### src/rtl/cdb_pkg.sv
// Shared types and helpers for the CDB transmit arbiter.
package cdb_pkg;

    localparam int ROB_IDX_W = 4;
    localparam int DATA_W    = 16;
    localparam int CDB_LANES = 4;

    typedef struct packed {
        logic [ROB_IDX_W-1:0] rob_index;
        logic [DATA_W-1:0]    result;
    } cdb_entry_t;

    function automatic int next_rr(input int ptr, input int n);
        return (ptr >= n - 1) ? 0 : ptr + 1;
    endfunction

endpackage

### src/rtl/cdb_if.sv
// Result-source and CDB broadcast signals. The master side is the functional units
// plus the consumers; the slave side is the arbiter.
interface cdb_if #(
    parameter int N_SRC   = 6,
    parameter int N_LANES = cdb_pkg::CDB_LANES
);
    import cdb_pkg::*;

    logic [N_SRC-1:0]     src_valid;
    logic [ROB_IDX_W-1:0] src_rob_index [N_SRC];
    logic [DATA_W-1:0]    src_result    [N_SRC];
    logic [N_SRC-1:0]     src_ready;

    logic [N_LANES-1:0]   cdb_valid;
    logic [ROB_IDX_W-1:0] cdb_rob_index [N_LANES];
    logic [DATA_W-1:0]    cdb_result    [N_LANES];
    logic                 cdb_busy;
    logic                 dup_err;

    modport master (
        output src_valid, src_rob_index, src_result,
        input  src_ready, cdb_valid, cdb_rob_index, cdb_result, cdb_busy, dup_err
    );

    modport slave (
        input  src_valid, src_rob_index, src_result,
        output src_ready, cdb_valid, cdb_rob_index, cdb_result, cdb_busy, dup_err
    );

endinterface

### src/rtl/cdb_src_fifo.sv
// Per-source result FIFO: DEPTH-entry circular buffer with synchronous flush.
module cdb_src_fifo
    import cdb_pkg::*;
#(
    parameter int DEPTH = 2,
    parameter int AW    = $clog2(DEPTH),
    parameter int CW    = $clog2(DEPTH + 1)
) (
    input  logic          clk,
    input  logic          rst_n,
    input  logic          flush,
    input  logic          push,
    input  cdb_entry_t    push_data,
    input  logic          pop,
    output cdb_entry_t    head,
    output logic [CW-1:0] count,
    output logic          not_full,
    output logic          can_pop
);

    cdb_entry_t    mem [DEPTH];
    logic [AW-1:0] wr_ptr;
    logic [AW-1:0] rd_ptr;
    logic          pushed_last;

    always_ff @(posedge clk) begin
        if (push) mem[wr_ptr] <= push_data;
    end

    always_ff @(posedge clk) begin
        if (!rst_n || flush) begin
            wr_ptr      <= '0;
            rd_ptr      <= '0;
            count       <= '0;
            pushed_last <= 1'b0;
        end else begin
            if (push) wr_ptr <= wr_ptr + 1'b1;
            if (pop)  rd_ptr <= rd_ptr + 1'b1;
            case ({push, pop})
                2'b10:   count <= count + 1'b1;
                2'b01:   count <= count - 1'b1;
                default: count <= count;
            endcase
            pushed_last <= push;
        end
    end

    // The entry written at the last edge is always the tail, so it is held back one
    // extra cycle before it may be granted.
    assign can_pop  = (count > CW'(pushed_last));
    assign not_full = (count < CW'(DEPTH));
    assign head     = mem[rd_ptr];

endmodule

### src/rtl/cdb_arbiter.sv
// CDB transmit arbiter: round-robin grant of up to N_LANES source FIFO heads onto
// registered lanes. Define CDB_DUP_CHECK_EN to build the sticky duplicate-tag check.
module cdb_arbiter
    import cdb_pkg::*;
#(
    parameter int N_SRC   = 6,
    parameter int N_LANES = CDB_LANES,
    parameter int DEPTH   = 2
) (
    input  logic  clk,
    input  logic  rst_n,
    input  logic  flush,
    cdb_if.slave  bus
);

    localparam int PW = $clog2(N_SRC);
    localparam int CW = $clog2(DEPTH + 1);

    cdb_entry_t         head     [N_SRC];
    logic [CW-1:0]      count    [N_SRC];
    logic [N_SRC-1:0]   not_full;
    logic [N_SRC-1:0]   can_pop;
    logic [N_SRC-1:0]   nonempty;
    logic [N_SRC-1:0]   push;
    logic [N_SRC-1:0]   grant;
    logic [PW-1:0]      rr_ptr;
    logic [PW-1:0]      rr_next;
    logic [N_LANES-1:0] lane_v;
    cdb_entry_t         lane_d   [N_LANES];

    for (genvar s = 0; s < N_SRC; s++) begin : g_src
        assign push[s]     = bus.src_valid[s] & not_full[s];
        assign nonempty[s] = (count[s] != '0);

        cdb_src_fifo #(.DEPTH(DEPTH)) u_fifo (
            .clk       (clk),
            .rst_n     (rst_n),
            .flush     (flush),
            .push      (push[s]),
            .push_data ({bus.src_rob_index[s], bus.src_result[s]}),
            .pop       (grant[s]),
            .head      (head[s]),
            .count     (count[s]),
            .not_full  (not_full[s]),
            .can_pop   (can_pop[s])
        );
    end

    assign bus.src_ready = not_full;
    assign bus.cdb_busy  = |nonempty;

    always_comb begin
        int n;
        int idx;
        grant   = '0;
        lane_v  = '0;
        rr_next = rr_ptr;
        for (int k = 0; k < N_LANES; k++) lane_d[k] = '0;
        n   = 0;
        idx = int'(rr_ptr);
        for (int i = 0; i < N_SRC; i++) begin
            if (can_pop[idx] && n < N_LANES) begin
                grant[idx] = 1'b1;
                lane_v[n]  = 1'b1;
                lane_d[n]  = head[idx];
                rr_next    = PW'(next_rr(idx, N_SRC));
                n++;
            end
            idx = next_rr(idx, N_SRC);
        end
    end

    always_ff @(posedge clk) begin
        if (!rst_n || flush) begin
            rr_ptr        <= '0;
            bus.cdb_valid <= '0;
            for (int k = 0; k < N_LANES; k++) begin
                bus.cdb_rob_index[k] <= '0;
                bus.cdb_result[k]    <= '0;
            end
        end else begin
            rr_ptr        <= rr_next;
            bus.cdb_valid <= lane_v;
            for (int k = 0; k < N_LANES; k++) begin
                bus.cdb_rob_index[k] <= lane_d[k].rob_index;
                bus.cdb_result[k]    <= lane_d[k].result;
            end
        end
    end

`ifdef CDB_DUP_CHECK_EN
    logic dup_hit;

    always_comb begin
        dup_hit = 1'b0;
        for (int a = 0; a < N_LANES; a++) begin
            for (int b = a + 1; b < N_LANES; b++) begin
                if (lane_v[a] && lane_v[b] && lane_d[a].rob_index == lane_d[b].rob_index)
                    dup_hit = 1'b1;
            end
        end
    end

    // Flush suppresses the lane load, so it cannot raise the flag either.
    always_ff @(posedge clk) begin
        if (!rst_n)
            bus.dup_err <= 1'b0;
        else if (dup_hit && !flush)
            bus.dup_err <= 1'b1;
    end
`else
    assign bus.dup_err = 1'b0;
`endif

endmodule

### src/flat_wrapper.sv
// flat-port wrapper written by rule: the top's interface ports become plain ports
module cdb_arbiter_flat import cdb_pkg::*;
#(
    parameter int N_SRC   = 6,
    parameter int N_LANES = CDB_LANES,
    parameter int DEPTH   = 2
)
  (clk, rst_n, flush, bus_src_valid, bus_src_rob_index, bus_src_result, bus_src_ready, bus_cdb_valid, bus_cdb_rob_index, bus_cdb_result, bus_cdb_busy, bus_dup_err);
  cdb_if #(.N_SRC(N_SRC), .N_LANES(N_LANES)) bus_i ();
  input  logic clk;
  input  logic rst_n;
  input  logic flush;
  input wire logic [$bits(bus_i.src_valid)-1:0] bus_src_valid;
  input wire logic [$bits(bus_i.src_rob_index)-1:0] bus_src_rob_index;
  input wire logic [$bits(bus_i.src_result)-1:0] bus_src_result;
  output wire logic [$bits(bus_i.src_ready)-1:0] bus_src_ready;
  output wire logic [$bits(bus_i.cdb_valid)-1:0] bus_cdb_valid;
  output wire logic [$bits(bus_i.cdb_rob_index)-1:0] bus_cdb_rob_index;
  output wire logic [$bits(bus_i.cdb_result)-1:0] bus_cdb_result;
  output wire logic [$bits(bus_i.cdb_busy)-1:0] bus_cdb_busy;
  output wire logic [$bits(bus_i.dup_err)-1:0] bus_dup_err;
  assign bus_i.src_valid = bus_src_valid;
  assign bus_i.src_rob_index = {>>{bus_src_rob_index}};
  assign bus_i.src_result = {>>{bus_src_result}};
  assign bus_src_ready = bus_i.src_ready;
  assign bus_cdb_valid = bus_i.cdb_valid;
  assign bus_cdb_rob_index = {>>{bus_i.cdb_rob_index}};
  assign bus_cdb_result = {>>{bus_i.cdb_result}};
  assign bus_cdb_busy = bus_i.cdb_busy;
  assign bus_dup_err = bus_i.dup_err;
  cdb_arbiter #(.N_SRC(N_SRC), .N_LANES(N_LANES), .DEPTH(DEPTH)) u_core (.clk(clk), .rst_n(rst_n), .flush(flush), .bus(bus_i));
endmodule
### config.mk
export PLATFORM = sky130hd
export DESIGN_NAME = cdb_arbiter_flat
export DESIGN_NICKNAME = d
export VERILOG_FILES = /design/src/rtl/cdb_pkg.sv /design/src/rtl/cdb_if.sv /design/src/rtl/cdb_src_fifo.sv /design/src/rtl/cdb_arbiter.sv /design/src/flat_wrapper.sv
export SDC_FILE = /design/constraint.sdc
export NUM_CORES = 1
export LEC_CHECK = 0
export CAP_MARGIN = 15
export CORE_MARGIN = 2
export CORE_UTILIZATION = 40
export DETAILED_ROUTE_END_ITERATION = 7
export GPL_ROUTABILITY_DRIVEN = 0
export REMOVE_ABC_BUFFERS = 1
export SYNTH_ARGS = -nofsm -noshare
export SYNTH_HDL_FRONTEND = slang
export SYNTH_SLANG_ARGS = --single-unit
### constraint.sdc
create_clock -name clk -period 22.3 [get_ports clk]
set_input_delay 4.46 -clock clk [delete_from_list [all_inputs] [get_ports clk]]
set_output_delay 4.46 -clock clk [all_outputs]
set_load 0.05 [all_outputs]
==> results of run 1 <==
-- metrics by stage --
step           cell area [µm²]  setup slack [ps]
2_1_floorplan            22500              4540
3_3_place_gp             26100             11420
3_5_place_dp             26100             11030
4_1_cts                  27500             10990
5_1_grt                  27500             10120
6_report                 27500             10660
-- placed cells by master, fill, tap and decap left out, types with 22 or more instances in the layout --
master / n
and3_1: 27
mux2i_1: 162
nor2_1: 222
o221ai_1: 73
o21ai_0: 101
a22oi_1: 23
mux2_2: 46
o22ai_1: 51
inv_1: 33
and2_1: 26
a211oi_1: 55
edfxtp_1: 240
a21oi_1: 153
clkdlybuf4s50_1: 219
a31oi_1: 51
buf_4: 52
nor3_1: 27
nand2_1: 276
nand3_1: 101
o211ai_1: 70
a221oi_1: 22
clkbuf_16: 40
dfxtp_1: 121
ha_1: 38
-- path summary, 6_finish.rpt --
check | startpoint | to | depth (start not counted)
max | u_core.rr_ptr[1] | u_core.bus.cdb_result[0] | 35
min | u_core.g_src[5].u_fifo.rd_ptr | u_core.g_src[5].u_fifo.rd_ptr | 2
max reg2reg | u_core.rr_ptr[1] | u_core.bus.cdb_result[0] | 35
min reg2reg | u_core.g_src[5].u_fifo.rd_ptr | u_core.g_src[5].u_fifo.rd_ptr | 2
-- cells by family (layout without fill, tap and decap cells) --
family | after synthesis | count (layout) | synth area share
fa+ha+maj | 39 | 39 | 0.0211
mux | 252 | 252 | 0.123
xor+xnor | 21 | 21 | 0.00784
flops | 363 | 363 | 0.412
simple gates | 749 | 749 | 0.141
buf+inv | 264 | 389 | 0.0466
other cells | 1 | 1 | 0.000160
compound gates | 805 | 805 | 0.249
-- layout make-up --
cell class / count / share of cell area
clock buffers: 46 / 0.0375
clock inverters: 27 / 0.0117
inverters: 42 / 0.00572
multi-input cells: 1867 / 0.463
flip-flops and latches: 363 / 0.351
well taps: 765 / 0.0347
repair buffers: 274 / 0.0958
-- cells in the mapped netlist (all sizes together) (6+ instances only) --
| library cell | count | area, µm² |
|---|---|---|
| o31ai | 8 | 70.1 |
| and3 | 27 | 169 |
| mux2 | 73 | 871 |
| a2bb2oi | 18 | 158 |
| a22oi | 24 | 185 |
| o21ai | 114 | 582 |
| o22ai | 52 | 332 |
| a211oi | 59 | 470 |
| xor2 | 12 | 105 |
| a31oi | 51 | 319 |
| a211o | 18 | 158 |
| mux2i | 162 | 1620 |
| edfxtp | 240 | 7210 |
| clkbuf | 171 | 642 |
| buf | 51 | 294 |
| o221a | 7 | 78.8 |
| nor4 | 10 | 62.6 |
| a221o | 9 | 90.1 |
| nand3 | 102 | 515 |
| a222oi | 6 | 60.1 |
| a221oi | 22 | 193 |
| inv | 40 | 150 |
| o221ai | 73 | 639 |
| a311oi | 17 | 149 |
| nor2 | 230 | 866 |
| ha | 38 | 475 |
| o211ai | 72 | 559 |
| xnor2 | 9 | 78.8 |
| a32oi | 17 | 149 |
| o41ai | 18 | 233 |
| nand2 | 277 | 1040 |
| o211a | 7 | 70.1 |
| nand2b | 11 | 68.8 |
| or3 | 10 | 62.6 |
| a21oi | 155 | 780 |
| o21bai | 10 | 75.1 |
| dfxtp | 123 | 2460 |
| o21a | 8 | 68.8 |
| o311ai | 6 | 52.6 |
| nor3 | 29 | 145 |
| and2 | 27 | 169 |
| mux4 | 17 | 383 |
-- routing by layer --
metal  part of all wire  track usage
met1               0.40        0.395
met2               0.41        0.412
met3               0.14       0.0975
met4              0.054        0.131
met5            0.00020            0
-- sequential cells by signal, summed over array words and instances (netlist names), named ones only --
signal,flops
u_core.g_src.u_fifo.wr_ptr,6
u_core.g_src.u_fifo.count,12
u_core.bus.cdb_rob_index,16
u_core.bus.cdb_valid,4
u_core.g_src.u_fifo.mem,240
u_core.bus.cdb_result,64
u_core.rr_ptr,3
u_core.g_src.u_fifo.rd_ptr,6
u_core.g_src.u_fifo.pushed_last,6
-- worst max-delay path, delay by kind of cell, from the launching register on --
family,cells,cell delay [ps]
fa+ha+maj,5,1450
compound gates,9,3440
flops,1,870
mux,1,410
simple gates,9,2960
buf+inv,11,2310
==> flow_metrics.py, run 1 <==
metrics = {
    "outcome": {
        "status": "complete, but fails checks",
        "failed_checks": "design-rule violations",
    },
    "floorplanning": {
        "rows": 88,
        "die_w_um": 246,
        "die_h_um": 246,
        "core_mm2": 0.0578,
        "die_area_mm2": 0.0606,
        "start_util": 0.406,
        "io_pins": 221,
    },
    "clock_network": {
        "clockBufferDepth": 3,
        "clk_pin_slew_ps": 60,
        "clk_latency_ps": 590,
        "cts_hold_buf": 0,
        "cts_sinks": 363,
        "clk_root_buffer_cell": "clkbuf_16",
        "cts_resized": 0,
        "htree_num_levels": 2,
        "cts_tree": "done",
        "cts_buffers": 40,
        "cts_setup_buffers": 0,
    },
    "sta": {
        "maxSlewViolCount": 0,
        "fin_crit_sh": 0.522,
        "fmax_mhz": 85.9,
        "tightest_slew_ps": 1350,
        "slew_headroom": 0.0724,
        "finClkSkew_ps": 19.3,
        "rsz0062_at_grt": "no",
        "hold_ws_ps": 481,
        "tns_ps": 0,
        "finalSetupViolCount": 0,
        "final.min_clock_period_ps": 11640,
        "hold_viol_final": 0,
    },
    "logic_synthesis": {
        "synth-seq-cells": 363,
        "yosys_warnings": 0,
        "syn-cell-area_mm2": 0.0235,
        "synth_edf_count": 240,
        "synthCells": 2494,
        "yosysUniqueCellTypes": 101,
        "synthFlopType": "edfxtp_1",
        "avgSynthCellArea_um2": 9.41,
        "ys_seq_area_frac": 0.412,
        "async_flop_share": 0,
    },
    "detailed_routing": {
        "num_vias": 22500,
        "firstDrtPassIters": 8,
        "drt.antenna.violating_nets": 0,
        "drt_iter0_drc": 4198,
        "wl_per_cell_um": 26.9,
        "routed_wl_mm": 91.1,
        "viasPerCell": 6.64,
        "drc": 38,
    },
    "critical_path": {
        "critical_path.endpoint_type": "register",
        "critPathLaunchType": "register",
        "crit_slowest_cell": "a21boi_4",
        "cp.required_ps": 22760,
        "arrival_ps": 12100,
        "crit_top_cell": "buf_4",
        "slowest_delay_ps": 910,
        "critPathKind": "reg -> reg",
        "r2r_slack_ps": 10660,
        "crit_path_max_fanout": 61,
    },
    "global_routing": {
        "antenna_found_initial": 1,
        "grt.total_usage": 0.289,
        "overflow": 0,
        "grt_pass1_wl_mm": 132,
        "grt_max_degree": 77,
        "grt_pass1_vias": 20500,
    },
    "layout": {
        "multi_input_comb_area_mm2": 0.0128,
        "antenna-diode-count": 0,
        "instances_no_fill": 3384,
        "finalCoreUtilization": 0.477,
        "nets": 2756,
        "syn2layout_area_growth_pct": 17.4,
        "fillers": 5301,
        "final_layout_size_suffix_gt1_frac": 0.102,
        "register_area_mm2": 0.00967,
    },
    "placement": {
        "dp_hpwl_mm": 68.0,
        "io_buffers": 219,
        "dp.cells": 3307,
    },
    "worst_hold_path": {
        "hp-class": "reg -> reg",
    },
    "job": {
        "maxCapViolCount": 0,
    },
}
Power of run 1 is left out: the tool's default activity adds up to more than one toggle a clock period on the data nets, which glitch-free logic cannot reach.
==> run 2: changes to the inputs <==
==> constraint.sdc (replaced) <==
create_clock -name clk -period 12 [get_ports clk]
set_input_delay 2.4 -clock clk [delete_from_list [all_inputs] [get_ports clk]]
set_output_delay 2.4 -clock clk [all_outputs]
set_load 0.05 [all_outputs]
==> flow_metrics.py, run 2 (same netlist as run 1, synthesis figures left out) <==
metrics = {
    "layout": {
        "fillers": 5349,
        "layout_commonest_cell": "nand2_1",
        "register_area_mm2": 0.00967,
        "largest-register": "u_core.g_src.u_fifo.mem",
        "syn2layout_area_growth_pct": 17.8,
        "finalCoreUtilization": 0.478,
        "nets": 2759,
        "reg_top3": "u_core.g_src.u_fifo.mem x240, u_core.bus.cdb_result x64, u_core.bus.cdb_rob_index x16",
        "final_layout_size_suffix_gt1_frac": 0.104,
        "antenna-diode-count": 0,
        "most-common-layout-cells": "nand2_1, edfxtp_1, nor2_1",
        "multi_input_comb_area_mm2": 0.0128,
        "largest_register_ffs": 240,
    },
    "clock_network": {
        "clk_root_buffer_cell": "clkbuf_16",
        "clockBufferDepth": 3,
        "cts_tree": "done",
        "cts_hold_buf": 0,
        "cts_setup_buffers": 0,
        "cts_sinks": 363,
        "clk_latency_ps": 590,
        "cts_buffers": 40,
        "cts_resized": 0,
        "htree_num_levels": 2,
        "clk_pin_slew_ps": 60,
    },
    "floorplanning": {
        "core_mm2": 0.0578,
        "start_util": 0.406,
        "rows": 88,
        "io_pins": 221,
        "die_h_um": 246,
        "die_area_mm2": 0.0606,
        "die_w_um": 246,
    },
    "detailed_routing": {
        "drc": 1,
        "wl_per_cell_um": 27.1,
        "firstDrtPassIters": 8,
        "drt_iter0_drc": 4754,
        "viasPerCell": 6.62,
        "num_vias": 22400,
        "routed_wl_mm": 91.7,
        "drt.antenna.violating_nets": 0,
    },
    "critical_path": {
        "critPathKind": "reg -> reg",
        "critPathLaunchType": "register",
        "critical_path.endpoint_type": "register",
        "slowest_delay_ps": 830,
        "cp.required_ps": 12450,
        "arrival_ps": 10550,
        "crit_path_max_fanout": 62,
        "crit_slowest_cell": "and2_1",
    },
    "global_routing": {
        "grt_pass1_wl_mm": 133,
        "grt_pass1_vias": 20800,
        "grt_max_degree": 77,
        "antenna_found_initial": 2,
        "overflow": 0,
        "grt.total_usage": 0.292,
    },
    "placement": {
        "dp_hpwl_mm": 67.6,
        "io_buffers": 219,
    },
    "sta": {
        "slew_headroom": 0.142,
        "final.min_clock_period_ps": 10100,
        "maxSlewViolCount": 0,
        "hold_viol_final": 0,
        "fmax_mhz": 99.0,
        "fin_crit_sh": 0.842,
        "rsz0062_at_grt": "no",
        "tightest_slew_ps": 1280,
        "finalSetupViolCount": 0,
        "finClkSkew_ps": 35.3,
    },
    "job": {
        "maxCapViolCount": 0,
    },
    "outcome": {
        "failed_checks": "design-rule violations",
        "status": "complete, but fails checks",
    },
    "worst_hold_path": {
        "hp-class": "reg -> reg",
    },
}
run 2: through the flow:
step | std cells | instance area (µm²) | setup slack, ps | hold WS [ps] | setup TNS [ps]
final | 3388 | 27600 | 1900 | 475 | 0
after global routing | 3388 | 27600 | 1340 | 512 | 0
after CTS | 3383 | 27600 | 2220 | 480 | 0
after detailed placement | 3309 | 26100 | 2240 | 473 | 0
after global placement | 3309 | 26100 | 2520 | 461 | 0
after floorplan | 2272 | 22500 | -5760 | 452 | -578460
run 2: metal layers:
layer  wire (µm)  global-route usage  share of wire  up-vias
met5          10                   0        0.00011        -
met1       36400               0.391           0.40    10600
li1            -                   -              -     9785
met4        4580               0.126          0.050        2
met2       37900               0.421           0.41     1743
met3       12900               0.109           0.14      319
run 2: worst max-delay path: cells and delay by family, from the launching register on:
kind	cells	cell delay [ps]
AO/OA/AOI/OAI	8	2130
flip-flops	1	560
buffers and inverters	9	2030
adder cells (fa/ha/maj)	5	1810
AND/OR/NAND/NOR	8	2890
multiplexers	1	420
run 2: final timing paths:
kind                                               startpoint                            end  slack [ps]  depth (start not counted)
worst max register to register               u_core.rr_ptr[0]       u_core.bus.cdb_result[0]        1900                         31
worst max-delay path                         u_core.rr_ptr[0]       u_core.bus.cdb_result[0]        1900                         31
worst min register to register  u_core.g_src[1].u_fifo.rd_ptr  u_core.g_src[1].u_fifo.rd_ptr         480                          2
worst min-delay path            u_core.g_src[1].u_fifo.rd_ptr  u_core.g_src[1].u_fifo.rd_ptr         480                          2
run 2: cell type report:
type	instances	area share
sequential	363	0.350
tap	765	0.0346
inverter	42	0.00570
clock inverter	20	0.00905
clock buffer	54	0.0419
timing repair buffer	277	0.0968
multi-input combinational	1867	0.462
Power of run 2 is left out for the same reason.
